File: src/rtl/step_size_estimator.sv
// Estimates the phase-accumulator step size of a sample stream from the period between
// rising zero crossings (with hysteresis), using a bit-serial restoring divider.
module step_size_estimator #(
    parameter int ADDRESS_SIZE = 8,
    parameter int DATA_SIZE    = 8,
    parameter int PRECISION    = 16,
    parameter int PERIOD_WIDTH = 32,
    parameter int HYSTERESIS   = 0
) (
    input  logic                                        i_clk,
    input  logic                                        i_res,
    input  logic                                        i_valid,
    input  logic signed [DATA_SIZE+PRECISION-1:0]       i_data,
    output logic        [ADDRESS_SIZE+PRECISION-1:0]    o_step_size,
    output logic                                        o_valid,
    output logic                                        o_busy,
    output logic                                        o_overrun
);

    localparam int SW = ADDRESS_SIZE + PRECISION;
    localparam int DW = DATA_SIZE + PRECISION;
    localparam int PW = PERIOD_WIDTH;
    localparam int QW = SW + 1;
    localparam int BW = $clog2(QW + 1);
    localparam logic signed [DW-1:0] ARM_LEVEL = DW'(-HYSTERESIS);
    localparam logic        [PW-1:0] CNT_MAX   = '1;

    typedef enum logic [1:0] {IDLE, DIV, DONE} state_t;

    state_t          state;
    logic            armed;
    logic            started;
    logic [PW-1:0]   count;
    logic [PW-1:0]   period;
    logic [PW:0]     rem;
    logic [QW-1:0]   quo;
    logic [BW-1:0]   bit_idx;

    logic            crossing;
    logic            arm_hit;
    logic            dividend_bit;
    logic [PW:0]     rem_shift;
    logic            rem_ge;

    always_comb begin
        crossing     = i_valid && armed && !i_data[DW-1];
        arm_hit      = i_valid && (i_data < ARM_LEVEL);
        // The dividend 2^SW has a single set bit, so it is generated from the bit index.
        dividend_bit = (bit_idx == BW'(SW));
        rem_shift    = (rem << 1) | (PW+1)'(dividend_bit);
        rem_ge       = (rem_shift >= {1'b0, period});
    end

    always_ff @(posedge i_clk) begin
        if (i_res) begin
            state       <= IDLE;
            armed       <= 1'b0;
            started     <= 1'b0;
            count       <= '0;
            period      <= '0;
            rem         <= '0;
            quo         <= '0;
            bit_idx     <= '0;
            o_step_size <= '0;
            o_valid     <= 1'b0;
            o_busy      <= 1'b0;
            o_overrun   <= 1'b0;
        end else begin
            o_valid   <= 1'b0;
            o_overrun <= 1'b0;

            if (crossing) begin
                armed   <= 1'b0;
                started <= 1'b1;
                count   <= PW'(1);
                if (started) begin
                    if (state != IDLE) begin
                        o_overrun <= 1'b1;
                    end else begin
                        period  <= count;
                        rem     <= '0;
                        quo     <= '0;
                        bit_idx <= BW'(SW);
                        // A saturated period yields a zero estimate without dividing.
                        if (count == CNT_MAX) begin
                            state <= DONE;
                        end else begin
                            state  <= DIV;
                            o_busy <= 1'b1;
                        end
                    end
                end
            end else if (i_valid) begin
                if (arm_hit) begin
                    armed <= 1'b1;
                end
                if (count != CNT_MAX) begin
                    count <= count + PW'(1);
                end
            end

            case (state)
                DIV: begin
                    rem <= rem_ge ? (rem_shift - {1'b0, period}) : rem_shift;
                    quo <= (quo << 1) | QW'(rem_ge);
                    if (bit_idx == '0) begin
                        state  <= DONE;
                        o_busy <= 1'b0;
                    end else begin
                        bit_idx <= bit_idx - BW'(1);
                    end
                end
                DONE: begin
                    o_step_size <= quo[SW-1:0];
                    o_valid     <= 1'b1;
                    state       <= IDLE;
                end
                default: ;
            endcase
        end
    end

endmodule

File: config.mk
export PLATFORM = sky130hd
export DESIGN_NAME = step_size_estimator
export DESIGN_NICKNAME = d
export VERILOG_FILES = /design/src/rtl/step_size_estimator.sv
export SDC_FILE = /design/constraint.sdc
export NUM_CORES = 1
export LEC_CHECK = 0
export BUFFER_PORTS_ARGS = -buffer_cell sky130_fd_sc_hd__clkbuf_2
export CAP_MARGIN = 20
export CELL_PAD_IN_SITES_DETAIL_PLACEMENT = 0
export CELL_PAD_IN_SITES_GLOBAL_PLACEMENT = 1
export CORE_ASPECT_RATIO = 2
export CORE_MARGIN = 1
export CORE_UTILIZATION = 40
export DETAILED_ROUTE_END_ITERATION = 10
export PLACE_DENSITY_LB_ADDON = 0.1
export RECOVER_POWER = 25
export SETUP_SLACK_MARGIN = 0.4
export SYNTH_ARGS = -nofsm -noshare
export SYNTH_HDL_FRONTEND = slang
export SYNTH_SLANG_ARGS = --single-unit
export TNS_END_PERCENT = 50
File: constraint.sdc
create_clock -name i_clk -period 2.9 [get_ports i_clk]
set_input_delay 0.145 -clock i_clk [delete_from_list [all_inputs] [get_ports i_clk]]
set_output_delay 0.145 -clock i_clk [all_outputs]
set_load 0.05 [all_outputs]
==> results_dict.tcl, run 1 <==
set metrics [dict create \
    vias 6935 \
    clk_path_buf_depth 2 \
    fillerInstances 1991 \
    drt-initial-drc-count 166 \
    rr_endpoint "rem[14]" \
    crit_type "flop to flop" \
    endpoint_kind "flop" \
    cts_tree "yes" \
    r2r-start "bit_idx[0]" \
    setup_viol 0 \
    holdPathStages 3 \
    synth_ff_type "dfxtp_1" \
    path_clk_slew_ns 0.06 \
    dpl.hpwl_um 15200 \
    core_area_um2 19500 \
    violations "max-capacitance violations, max-slew violations" \
    synth_edf_count 0 \
    async_flop_share 0 \
    cp-start-kind "flop" \
    areaGrowthSynthToFinish_pct 23.2 \
    antenna_found_initial 0 \
    numCtsBuffers 17 \
    synth.distinct_cells 65 \
    hold_path_class "primary input to flop" \
    ys_warn_count 0 \
    ios 54 \
    hold_slack_ns 0.121 \
    syn-num-nets 1044 \
    powerDensity_nw_per_um2 462 \
    netlist_area_um2 7990 \
    row_count 72 \
    slew_viol_final 67 \
    drive_above_1_share 0.176 \
    ir_drop_mv 0.526 \
    first_pass_iters 4 \
    clkLatencyLatePin_ns 0.45 \
    overflow 0 \
    hp-start "i_valid" \
    port_buffers 30 \
    grt_pass1_vias 7120 \
    syn_avg_cell_area_um2 8.17 \
    max-cap-violations 2 \
    n_antenna_cell 0 \
    die-area_um2 20600 \
    clockRootBuffer "clkbuf_16" \
    rr_worst_depth 16 \
    start_util 0.411 \
    cp.required_ns 3.23 \
    grt_max_degree 65 \
    max_freq_ghz 0.347 \
    die_w_um 102 \
    post-route-period-util 0.994 \
    avgRoutedWirePerCell_um 16.0 \
    gp_congestion 0.840 \
    hold_viol 0 \
    synth_seq_cells 156 \
    synthCells 978 \
    p_leak_nw 3.87 \
    synth-seq-area-share 0.391 \
    layout.nets 1117 \
    critical_path.max_fanout 3 \
    rsz0062_at_grt "true" \
    power_mw 4.55 \
    tightest_slew_ns 1.82 \
    worstPathArrival_ns 3.21 \
    drc 0 \
    wl_um 21100 \
    slew_headroom -0.214 \
    grt_pass1_wl_um 34500 \
    cts.sinks 156 \
    status "complete, but fails checks" \
    clock_skew_ns 0.00501 \
    period_needed_ns 2.88 \
    ant_nets 0 \
    place_ws_ns -0.0238 \
    rrSetupSlack_ns 0.02 \
    track_usage 0.219 \
    cts_max_level 4 \
    hold_end "started" \
    die_y_um 202 \
    worst_slack_ns 0.0166 \
    viasPerCell 5.24 \
]
registers in the layout, indices dropped and copies added, names as in the netlist:
register and flops:
o_overrun 1, count 32, o_step_size 24, bit_idx 5, quo 24, state 2
rem 32, period 32, o_busy 1, armed 1, started 1, o_valid 1
placed cells by master, fill, tap and decap left out, types with 7 or more instances in the layout:
cell	n
a21o_1	10
buf_6	8
and3_1	34
o21ai_1	21
dfxtp_2	8
nand2_1	114
mux2i_1	42
nor2_1	98
clkbuf_1	33
a32oi_1	9
nand2b_1	8
buf_4	62
xor2_1	24
o21ai_0	37
or3_1	7
nor3_1	7
inv_1	52
clkbuf_16	17
xnor2_1	24
ha_1	32
a21oi_1	90
nand4_1	12
dfxtp_1	148
nand3_1	21
power by group:
group | total [mW] | switching [mW] | internal (mW) | leakage (nW)
Combinational | 0.116 | 0.0787 | 0.0374 | 2.33
Clock | 2.28 | 0.911 | 1.37 | 0.279
Sequential | 2.15 | 0.00501 | 2.15 | 1.26
Total | 4.55 | 0.995 | 3.56 | 3.87
per-layer routing:
metal	GRT usage	part of all wire	routed length, um	vias up
met4	0.0959	0.032	678	0
met1	0.213	0.38	7950	3280
met5	0	0	0	-
met2	0.427	0.57	12100	82
li1	-	-	-	3533
met3	0.0418	0.019	392	40
per-stage QoR:
step                      std cells   util  instance area, um2  setup TNS [ns]
after floorplan                 978      -                8030               0
final                          1323  0.506                9840               0
after global placement         1278  0.449                8740               0
after detailed placement       1278  0.449                8740          -0.116
after global routing           1323  0.506                9840          -0.421
after CTS                      1318  0.494                9620               0
cell usage after synthesis, drive strengths merged (27+ instances only):
cell,n,area share
ha,38,0.059
dfxtp,156,0.39
inv,54,0.025
a21oi,100,0.063
nand2,119,0.056
o21ai,60,0.038
nor2,103,0.049
mux2i,44,0.055
clkbuf,44,0.023
xnor2,27,0.030
and3,36,0.028
worst max-delay path by stage:
stage | to | slack (ns) | from
after global placement | rem[30] | 0.006 | bit_idx[0]
after global routing | rem[14] | -0.12 | bit_idx[0]
final | rem[14] | 0.02 | bit_idx[0]
after detailed placement | rem[7] | -0.02 | bit_idx[1]
after CTS | rem[14] | 0.002 | bit_idx[0]
after floorplan | rem[14] | 0.36 | bit_idx[0]
cell type report:
type                       instances  area [um2]  share of cell area
clock buffer                      21         450              0.0458
clock inverter                    11         144              0.0146
inverter                          54         203              0.0206
multi-input combinational        715        4820               0.490
sequential                       156        3130               0.318
tap                              259         324              0.0329
timing repair buffer             107         766              0.0778
kinds of logic (layout without fill, tap and decap cells):
group / Yosys count / in the layout / share of synthesized area
muxes: 44 / 44 / 0.0551
xor gates and xnor gates: 51 / 51 / 0.0559
and+or+nand+nor: 352 / 352 / 0.210
adders and majority gates: 39 / 39 / 0.0620
DFF: 156 / 156 / 0.391
AOI/OAI and AO/OA: 229 / 229 / 0.168
buffers and inverters: 107 / 193 / 0.0575
repair_timing:
item                                   CTS  global route
pin swaps                               19            37
gates cloned                             1             0
setup buffers                            6             5
setup endpoints to repair               38            47
endpoints found under the hold margin    1             0
hold buffers                             1             0
gates resized for setup                 46            62
worst max-delay path, cell delays in order, from the launching register on:
cell      delay (ns)
dfxtp_2         0.33
inv_2           0.05
ha_4            0.15
nand4b_1        0.13
ha_2            0.22
buf_6           0.10
fa_2            0.20
nand2b_4        0.14
a21oi_4         0.06
o211a_1         0.24
buf_6           0.12
o21a_1          0.19
o21a_1          0.17
o21a_1          0.18
or3_1           0.32
a21oi_2         0.12
o31ai_1         0.07
Power figures use the tool's default switching activity.
==> run 2, diff against run 1 <==
--- a/config.mk
+++ b/config.mk
@@ -5,14 +5,15 @@
 export SDC_FILE = /design/constraint.sdc
 export NUM_CORES = 1
 export LEC_CHECK = 0
-export BUFFER_PORTS_ARGS = -buffer_cell sky130_fd_sc_hd__clkbuf_2
 export CAP_MARGIN = 20
 export CELL_PAD_IN_SITES_DETAIL_PLACEMENT = 0
 export CELL_PAD_IN_SITES_GLOBAL_PLACEMENT = 1
 export CORE_ASPECT_RATIO = 2
-export CORE_MARGIN = 1
+export CORE_MARGIN = 2
 export CORE_UTILIZATION = 40
+export CTS_CLUSTER_SIZE = 14
 export DETAILED_ROUTE_END_ITERATION = 10
+export DONT_BUFFER_PORTS = 1
 export PLACE_DENSITY_LB_ADDON = 0.1
 export RECOVER_POWER = 25
 export SETUP_SLACK_MARGIN = 0.4
==> run 2 against run 1 <==
Against the previous run:
- the flow still finishes with violations (max-capacitance violations, max-slew violations)
- count of clock-buffer cells in the layout is 2 lower
- critical endpoint is now rem[0]
- non-clock buffer count down 7
- setup slack gained 0.062 ns
- power grew 0.44%
- sequential share of layout area shrank 0.63 points
- critical path depth is 6 higher
- cell area up 2.6%
==> results_dict.tcl, run 2 (synthesis gave the netlist of run 1 again) <==
set metrics [dict create \
    status "complete, but fails checks" \
    violations "max-capacitance violations, max-slew violations" \
    max_freq_ghz 0.354 \
    row_count 73 \
    wl_um 22000 \
    cp.buffers_inverters 18 \
    period_needed_ns 2.82 \
    antenna_found_initial 0 \
    crit_start "bit_idx[0]" \
    die_y_um 204 \
    cp-start-kind "flop" \
    cts.sinks 156 \
    cpMaxStageDelayCell "dfxtp_2" \
    rrSetupSlack_ns 0.08 \
    critical_path.top_delay_family "buffers and inverters" \
    finalInstanceArea_um2 10100 \
    rsz0062_at_grt "true" \
    hold_slack_ns 0.0990 \
    setup_viol 0 \
    grt_pass1_wl_um 35700 \
    ant_nets 0 \
    port_buffers 0 \
    worstPathArrival_ns 3.20 \
    powerDensity_nw_per_um2 453 \
    drc 0 \
    hold_viol 0 \
    n_antenna_cell 0 \
    avgRoutedWirePerCell_um 16.7 \
    clock_skew_ns 0.00894 \
    clk_path_buf_depth 2 \
    finish.utilization 0.512 \
    dpl.hpwl_um 15100 \
    slew_headroom -0.211 \
    areaGrowthSynthToFinish_pct 26.4 \
    post-route-period-util 0.973 \
    hold_path_class "primary input to flop" \
    clockRootBuffer "clkbuf_16" \
    reg_top3 "count: 32 flops, period: 32 flops, rem: 32 flops" \
    hp-start "i_valid" \
    start_util 0.405 \
    final_common_cell "dfxtp_1" \
    grt_max_degree 94 \
    ios 54 \
    viasPerCell 5.22 \
    drive_above_1_share 0.204 \
    cts_tree "yes" \
    max_stage_delay_ns 0.32 \
    r2r-start "bit_idx[0]" \
    final_cell_mix "dfxtp_1, nand2_1, nor2_1" \
    overflow 0 \
    max-cap-violations 1 \
    vias 6890 \
    cpMostUsedCell "buf_6" \
    grt_pass1_vias 7072 \
    endpoint_kind "flop" \
    cts_max_level 4 \
    place_area_um2 8570 \
    cp.required_ns 3.28 \
    numCtsBuffers 17 \
    cp_cell_sequence "inv_2 -> ha_4 -> nand4b_1 -> buf_4 -> buf_6 -> buf_6 -> buf_6 -> buf_6 -> buf_6 -> buf_6 -> buf_6 -> buf_6 -> buf_6 -> buf_6 -> buf_6 -> buf_6 -> buf_6 -> buf_6 -> buf_6 -> buf_6 -> nand2_2 -> a32o_1" \
    clkLatencyLatePin_ns 0.43 \
    crit_type "flop to flop" \
    track_usage 0.212 \
    slew_viol_final 26 \
    ir_drop_mv 0.408 \
    critical_path.max_fanout 2 \
    first_pass_iters 4 \
    core_area_um2 19700 \
    die_w_um 104 \
    die-area_um2 21200 \
    path_clk_slew_ns 0.06 \
    tightest_slew_ns 1.82 \
    drt-initial-drc-count 237 \
    power_mw 4.57 \
    p_leak_nw 3.97 \
    layout.nets 1110 \
    gp_congestion 0.847 \
]
==> run 2: path summary, 6_finish.rpt <==
check               to  cells past startpoint
max             rem[0]                     22
min reg2reg  period[8]                      2
max reg2reg     rem[0]                     22
min           count[0]                      3
==> run 2: per-stage QoR <==
stage | worst slack (ns) | TNS (ns) | instances
2_1_floorplan | 0.357 | 0 | 978
3_3_place_gp | -0.0210 | -0.0377 | 1248
3_5_place_dp | -0.0336 | -0.0760 | 1248
4_1_cts | 0.0615 | 0 | 1309
5_1_grt | -0.0461 | -0.0688 | 1319
6_report | 0.0788 | 0 | 1319
==> run 2: worst min-delay path, cell delays in order <==
cell,delay (ns)
and2_4,0.12
buf_4,0.13
a221oi_1,0.08
==> run 2: layer usage <==
layer / track usage / vias up / share of wire / wire length (um)
met1: 0.205 / 3246 / 0.37 / 8070
met4: 0.0980 / 0 / 0.033 / 726
met3: 0.0357 / 40 / 0.023 / 505
li1: - / 3518 / - / -
met5: 0 / - / 0 / 0
met2: 0.427 / 86 / 0.58 / 12700
==> run 2: power breakdown <==
part	total, mW	internal (mW)	switching [mW]
registers	2.15	2.14	0.00779
clock network	2.31	1.36	0.949
logic	0.113	0.0402	0.0724
total	4.57	3.54	1.03
==> run 2: area by class of cell <==
| class | count | area (um2) |
|---|---|---|
| clock inverter | 13 | 166 |
| sequential | 156 | 3150 |
| fill | 2012 | 9630 |
| inverter | 54 | 203 |
| clock buffer | 19 | 433 |
| multi-input combinational | 715 | 4880 |
| timing repair buffer | 100 | 937 |
| tap | 262 | 328 |
==> run 2: what timing repair did <==
action | in CTS | in global routing
gates cloned | 2 | 0
hold buffers | 4 | 0
setup buffers | 23 | 10
resized for setup | 52 | 94
pin swaps | 24 | 34
hold endpoints to repair | 93 | 0
setup endpoints to repair | 46 | 60
